### config.mk
export PLATFORM = sky130hd
export DESIGN_NAME = pma_rx
export DESIGN_NICKNAME = d
export VERILOG_FILES = /design/src/rtl/pma_rx.sv
export SDC_FILE = /design/constraint.sdc
export NUM_CORES = 1
export LEC_CHECK = 0
export ABC_AREA = 1
export ABC_CLOCK_PERIOD_IN_PS = 3600
export BUFFER_PORTS_ARGS = -buffer_cell sky130_fd_sc_hd__buf_4
export CORE_UTILIZATION = 56
export CTS_BUF_LIST = sky130_fd_sc_hd__clkbuf_4 sky130_fd_sc_hd__clkbuf_8
export CTS_CLUSTER_SIZE = 14
export DETAILED_ROUTE_END_ITERATION = 10
export PLACE_DENSITY = 0.86
export SLEW_MARGIN = 20
export SYNTH_ARGS = -nofsm -noshare
export SYNTH_HDL_FRONTEND = slang
export SYNTH_SLANG_ARGS = --single-unit
export TNS_END_PERCENT = 20
### constraint.sdc
create_clock -name clk -period 3.6 [get_ports clk]
set_input_delay 0.9 -clock clk [delete_from_list [all_inputs] [get_ports clk]]
set_output_delay 0.9 -clock clk [all_outputs]
set_load 0.05 [all_outputs]
### src/rtl/pma_rx.sv
// 100BASE-X PMA receive: NRZI-to-NRZ decode toward the PCS plus the link monitor
// that qualifies PMD signal detect with a stabilisation timer and a clock watchdog.
module pma_rx #(
    parameter int STABILIZE_CYCLES = 41250,
    parameter int WDOG_CYCLES      = 16
) (
    input  logic       clk,
    input  logic       rst_n,
    input  logic [1:0] nrzi,
    input  logic [1:0] nrzi_valid,
    input  logic       signal_status,
    output logic [1:0] data,
    output logic [1:0] data_valid,
    output logic       link_status,
    output logic [1:0] link_state
);

    typedef enum logic [1:0] {
        LINK_DOWN  = 2'd0,
        HYSTERESIS = 2'd1,
        LINK_UP    = 2'd2
    } state_t;

    localparam int CW = $clog2(STABILIZE_CYCLES + 1);
    localparam int WW = (WDOG_CYCLES > 0) ? $clog2(WDOG_CYCLES + 1) : 1;
    localparam logic [CW-1:0] STAB_L  = CW'(STABILIZE_CYCLES);
    localparam logic [CW-1:0] CNT_ONE = CW'(1);
    localparam logic [WW-1:0] WDOG_L  = WW'(WDOG_CYCLES);
    localparam logic [WW-1:0] WD_ONE  = WW'(1);

    state_t        state, state_nxt;
    logic [CW-1:0] cnt, cnt_nxt, cnt_inc;
    logic [WW-1:0] wd, wd_nxt, wd_inc;
    logic          last;
    logic          idle;

    assign link_state = state;
    assign idle       = (nrzi_valid == 2'd0);

    // Both counters saturate rather than wrap.
    assign cnt_inc = (cnt == STAB_L) ? cnt : cnt + CNT_ONE;
    assign wd_inc  = (&wd) ? wd : wd + WD_ONE;

    always_comb begin
        state_nxt = state;
        cnt_nxt   = cnt;
        wd_nxt    = '0;
        case (state)
            LINK_DOWN: begin
                if (signal_status) begin
                    cnt_nxt   = CNT_ONE;
                    state_nxt = (STABILIZE_CYCLES == 1) ? LINK_UP : HYSTERESIS;
                end
            end
            HYSTERESIS: begin
                if (!signal_status) begin
                    state_nxt = LINK_DOWN;
                    cnt_nxt   = '0;
                end else begin
                    cnt_nxt = cnt_inc;
                    if (cnt_inc == STAB_L) state_nxt = LINK_UP;
                end
            end
            LINK_UP: begin
                wd_nxt = idle ? wd_inc : '0;
                // Signal loss and watchdog expiry on one edge give a single drop.
                if (!signal_status ||
                    ((WDOG_CYCLES != 0) && idle && (wd_inc == WDOG_L))) begin
                    state_nxt = LINK_DOWN;
                    cnt_nxt   = '0;
                    wd_nxt    = '0;
                end
            end
            default: begin
                state_nxt = LINK_DOWN;
                cnt_nxt   = '0;
            end
        endcase
    end

    always_ff @(posedge clk or negedge rst_n) begin
        if (!rst_n) begin
            state       <= LINK_DOWN;
            cnt         <= '0;
            wd          <= '0;
            link_status <= 1'b0;
        end else begin
            state       <= state_nxt;
            cnt         <= cnt_nxt;
            wd          <= wd_nxt;
            link_status <= (state_nxt == LINK_UP);
        end
    end

    // NRZI decode: a 1 is a transition relative to the previous line bit.
    always_ff @(posedge clk or negedge rst_n) begin
        if (!rst_n) begin
            data       <= 2'b00;
            data_valid <= 2'd0;
            last       <= 1'b0;
        end else begin
            case (nrzi_valid)
                2'd0: begin
                    data       <= 2'b00;
                    data_valid <= 2'd0;
                end
                2'd1: begin
                    data       <= {nrzi[1] ^ last, 1'b0};
                    data_valid <= 2'd1;
                    last       <= nrzi[1];
                end
                default: begin
                    data       <= {nrzi[1] ^ last, nrzi[0] ^ nrzi[1]};
                    data_valid <= 2'd2;
                    last       <= nrzi[0];
                end
            endcase
        end
    end

endmodule

## Yosys cells after proc, flatten, opt, wreduce, memory -nomap -nowiden

Cells that the tools add are included.

- Add/subtract/negate cells: 2
- Equal/unequal tests: 9
- Multiplexer cells: 17
- Bitwise operators: 2
- Reductions and logical operators: 7

Operators with widths:

| kind | number |
|---|---|
| 16-bit two-way mux | 4 |
| 16-bit case mux with 3 select lines | 1 |
| 16-bit == test (second input constant) | 2 |
| 5-bit two-way mux | 4 |
| 16-bit by 1-bit adder with 16-bit output (second input constant) | 1 |
| 2-bit two-way mux | 4 |
| 2-bit case mux with 2 select lines | 2 |
| 2-bit case mux with 3 select lines | 1 |
| 5-bit by 1-bit adder with 5-bit output (second input constant) | 1 |
| 5-bit == test (second input constant) | 1 |
| 5-bit AND reduction | 1 |
| 2-bit by 1-bit == test with 1-bit output (second input constant) | 2 |
| 2-bit == test (second input constant) | 2 |
| 2-bit logical NOT | 2 |
| 2-bit inequality test (second input constant) | 2 |
| 1-bit case mux with 2 select lines | 1 |
| 2-bit AND reduction | 1 |
| 1-bit bitwise XOR | 2 |
| 1-bit logical AND | 1 |
| 1-bit logical NOT | 1 |
| 1-bit logical OR | 1 |

- Flip-flop bits (word level): 29
- Input bits: 7
- Output and inout port bits: 7
- Word-level logic and storage cells: 44

## Logic depth before layout (Yosys ltp)

- Word-level depth: 8
- Mapped depth: 14
- Gate-level depth less buffers: 14

## Worst setup path after synthesis

Ideal clock, no wire load.

- Path type: input to register
- Start: in nrzi_valid[0]
- End: reg cnt[10]
- Library setup time: 129 ps
- Data arrival time: 1846 ps
- Data required time: 3471 ps
- Slack: 1626 ps
- Stages on the path: 9
- Path buffers: 1
- Cell sequence: nor2_1 > nand2_1 > nor3_2 > nand3_2 > nand2_4 > nand2_4 > buf_6 > nand2_1 > o21ai_1

- Longest elaborated chain between the ends: 5

RTL lines:

| element | line | text |
|---|---|---|
| start, declared | 10 | `input logic [1:0] nrzi_valid,` |
| 2-bit logical NOT | 38 | `assign idle = (nrzi_valid == 2'd0);` |
| 1-bit logical AND | 68 | `((WDOG_CYCLES != 0) && idle && (wd_inc == WDOG_L))) begin` |
| 1-bit logical OR | 67 | `if (!signal_status \|\|` |
| 2-bit inequality test (no line) | -- |  |
| 2-bit AND reduction (no line) | -- |  |
| end signal, assigned | 89 | `cnt <= cnt_nxt;` |
| end, declared | 32 | `logic [CW-1:0] cnt, cnt_nxt, cnt_inc;` |

Every way passes these cells.
A chain may end at the register's enable or synchronous reset.

## Worst setup path after layout

- Start: reg wd[0]
- End: reg cnt[3]

- Longest elaborated chain between the ends: 7
- Elaborated cells between the ends (all ways): 8
- Classes of those cells: 1 x add/sub; 2 x eq/ne; 1 x mux; 4 x reduce/logical

RTL lines:

| element | line | text |
|---|---|---|
| start, declared | 33 | `logic [WW-1:0] wd, wd_nxt, wd_inc;` |
| start signal, assigned | 90 | `wd <= wd_nxt;` |
| 5-bit by 1-bit adder with 5-bit output or 5-bit AND reduction (tied branches) | 42 | `assign wd_inc = (&wd) ? wd : wd + WD_ONE;` |
| 5-bit two-way mux (*) | 42 |  |
| 5-bit == test (*) | 68 |  |
| 1-bit logical AND (*) | 68 |  |
| 1-bit logical OR (*) | 67 |  |
| 2-bit inequality test (no line) (*) | -- |  |
| 2-bit AND reduction (no line) (*) | -- |  |

Mark *: on every way between the ends. The rest lies on a longest branch, timed or not.

==> flow_summary_export.csv <==
group,metric,value,unit
run_status,status,"completed",
synth,synth_common_cells,"nand2_1, nor2_1, dfrtp_1, inv_1, nand3_1",
global_routing,grt_pass1_vias,1445,
floorplanning,start_util,0.588,
floorplanning,die_w,58.4,um
placement,place.gp.congestion,0.850,
setup_path,reg2reg_from,"wd[0]$_DFF_PN0_",
power_and_ir_drop,p_comb_frac,0.089,
sta,period_minus_slack,1.94,ns
setup_path,worstSetupPathType,"flop to flop",
synth,synth_cell_types,27,
sta,finalCritPeriodShare,0.538,
power_and_ir_drop,internal-power,569,uW
cells_and_area,n_antenna_cell,0,
sta,max-slew-margin-rel,0.755,
synth,synth_top_cell_by_area,"dfrtp_1",
setup_path,crit_fanout,16,
floorplanning,dieArea,0.00341,sq mm
cts,clk_pin_slew,0.10,ns
synth,synth-warning-count,0,
setup_path,worstPathRequired,3.80,ns
sta,setup_violations,0,
global_routing,gr-total-overflow,0,
floorplanning,fp.coreArea,0.00303,sq mm
cells_and_area,drive_above_1_share,0.187,
placement,portBuffers,13,
cts,post-cts-setup-buffer-count,0,
setup_path,startpoint,"wd[0]$_DFF_PN0_",
cts,cts_tree,"built",
cells_and_area,finalNonFillerCells,301,
sta,finalClockSkew,0.0104,ns
cts,ctsLongestPathBuffers,2,
power_and_ir_drop,p_sw,173,uW
synth,synth_top_area_share,0.407,
sta,worstMarginPinSlew,0.368,ns
floorplanning,rows,20,
cts,cts_inserted_buffers,5,
drt,drt_iter0_drc,88,
cts,cts-hold-fix-buffers,0,
global_routing,antenna_found_initial,0,
synth,synth_fp_nets,250,
synth,synth_top_flop_cell,"dfrtp_1",
cts,ctsResizeCount,0,
placement,dp_hpwl,2650,um
drt,vias,1529,
sta,rsz0062_at_grt,"no",
sta,fin_tns_setup,0,ns
drt,ant_nets,0,
power_and_ir_drop,seqPwrFrac,0.459,
cells_and_area,layout.nets,266,
global_routing,grt_first_pass_wirelength,6040,um
cts,clock-sinks,29,
setup_path,crit_path_end_kind,"flop",
setup_path,r2r_cells,11,
synth,syn_avg_cell_area,7.42,sq um
cts,clk_latency,0.34,ns
synth,syn-cell-area,0.00178,sq mm
sta,finalHoldViolations,0,
cts,clockRootBuffer,"clkbuf_4",
floorplanning,fp.dieH,58.4,um
setup_path,cp-start-kind,"flop",
synth,ys_seq_area_frac,0.407,
run,max_cap_viol_count,0,
sta,fmax,517,MHz
synth,synth_edf_count,0,
power_and_ir_drop,power_density,369,mW/mm^2
power_and_ir_drop,power_leakage,0.000976,uW
sta,slew_viol_final,0,
power_and_ir_drop,irDropWorstVdd,0.341,mV
drt,viasPerCell,5.08,
sta,fin_worst_hold_slack,0.457,ns
synth,async_flop_share,1.00,
power_and_ir_drop,clkPwrFrac,0.452,
drt,avgRoutedWirePerCell,11.5,um
placement,place_inst,293,
global_routing,grt_max_degree,30,
drt,drt_first_pass_iters,5,
global_routing,track_usage,0.239,
cells_and_area,areaGrowthSynthToFinish,13.0,%
worst_hold_path,hold_path.class,"input port to async pin",
setup_path,timing.rr.end,"cnt[3]$_DFFE_PN0P_",
synth,ys_ff_latch,29,
cells_and_area,seq_area,726,sq um
synth,netlist_top_cells_area,"dfrtp_1, nand2_1, nor2_1",
synth,synth_cells,240,
setup_path,crit_arrival,2.14,ns
power_and_ir_drop,swShare,0.233,
synth,synth.most_common_cell,"nand2_1",
cts,h-tree-depth,2,
setup_path,cp-endpoint,"cnt[3]$_DFFE_PN0P_",
cells_and_area,fillers,277,
drt,drc_errors,0,
drt,wl,3470,um
setup_path,rrSetupSlack,1.66,ns
cells_and_area,multiInputGateArea,927,sq um
floorplanning,io_pins,14,
[registers in the layout, summed over array words and instances (netlist names)]
name and cells:
data 2, link_state 2, cnt 16, data_valid 2, wd 5, last 1, link_status 1
[area by class of cell]
class                           instances  area share
Multi-Input combinational cell        179       0.461
Sequential cell                        29       0.360
Inverter                               28      0.0522
Timing Repair Buffer                   13      0.0485
Clock inverter                          3      0.0323
Tap cell                               44      0.0273
Clock buffer                            5      0.0186
[worst min path at each step]
| stage | from | to | depth (start not counted) |
|---|---|---|---|
| after global placement | last$_DFFE_PN0N_ | data[1]$_DFF_PN0_ | 1 |
| after floorplan | last$_DFFE_PN0N_ | data[1]$_DFF_PN0_ | 1 |
| after global routing | rst_n | data[0]$_DFF_PN0_ | 1 |
| final | rst_n | cnt[10]$_DFFE_PN0P_ | 1 |
| after detailed placement | last$_DFFE_PN0N_ | data[1]$_DFF_PN0_ | 1 |
| after CTS | rst_n | cnt[10]$_DFFE_PN0P_ | 1 |
[placed cells by master, fill, tap and decap left out, types with 2 or more instances in the layout]
master     netlist  final
nand2_1         62     62
nor2_1          33     33
dfrtp_1         29     29
inv_1           24     24
nand3_1         14     14
buf_4            0     13
nor2_2           8      8
o21ai_0          8      8
xor2_1           8      8
nand2_2          6      6
nand4_1          6      6
a21oi_1          6      6
o21ai_1          6      6
nand3_2          5      5
clkbuf_4         0      5
inv_2            4      4
xnor2_1          3      3
ha_1             3      3
nor3_2           2      2
nand2_4          2      2
a21o_1           2      2
bufinv_16        0      2
[per-layer routing]
metal | vias to the layer above | share of wire | routed length, um | track usage
met4 | 0 | 0.020 | 68 | 0.0918
met1 | 702 | 0.44 | 1540 | 0.281
met5 | - | 0 | 0 | 0
li1 | 792 | - | - | -
met3 | 6 | 0.044 | 151 | 0.0703
met2 | 29 | 0.49 | 1710 | 0.412
[power groups by stage]
stage	clock network (uW)	registers (uW)	logic [uW]
after floorplan	0	359	29.5
after global placement	0	347	65.5
after detailed placement	0	347	66.7
after CTS	342	341	66.8
after global routing	353	342	73.5
final	336	341	65.8
[worst max-delay path, stage by stage (launching register included)]
cell and delay (ns):
dfrtp_1 0.44, ha_1 0.24, nand2_2 0.08, inv_2 0.04, nand3_2 0.10, o21ai_0 0.16, nor3_2 0.20, nand3_2 0.13
nand2_4 0.11, nand2_4 0.13, nand2_1 0.08, o21ai_0 0.08
[cells by family (layout without fill, tap and decap cells)]
group                    Yosys count  after routing  synth area share
adder cells (fa/ha/maj)            3              3            0.0211
AO/OA/AOI/OAI                     25             25            0.0758
XOR/XNOR                          11             11            0.0541
AND/OR/NAND/NOR                  140            140             0.369
flip-flops                        29             29             0.407
buffers and inverters             32             49            0.0723
[metrics by stage]
step | total power, uW | area, sq um | utilization | worst slack (ns)
finish | 742 | 2010 | 0.665 | 1.66
global route | 768 | 2010 | 0.665 | 1.48
CTS | 749 | 2010 | 0.665 | 1.67
detailed placement | 414 | 1910 | 0.631 | 1.37
global placement | 413 | 1910 | 0.631 | 1.46
floorplan | 389 | 1780 | - | 1.63
Note: power is estimated with default switching activity, not from simulation.
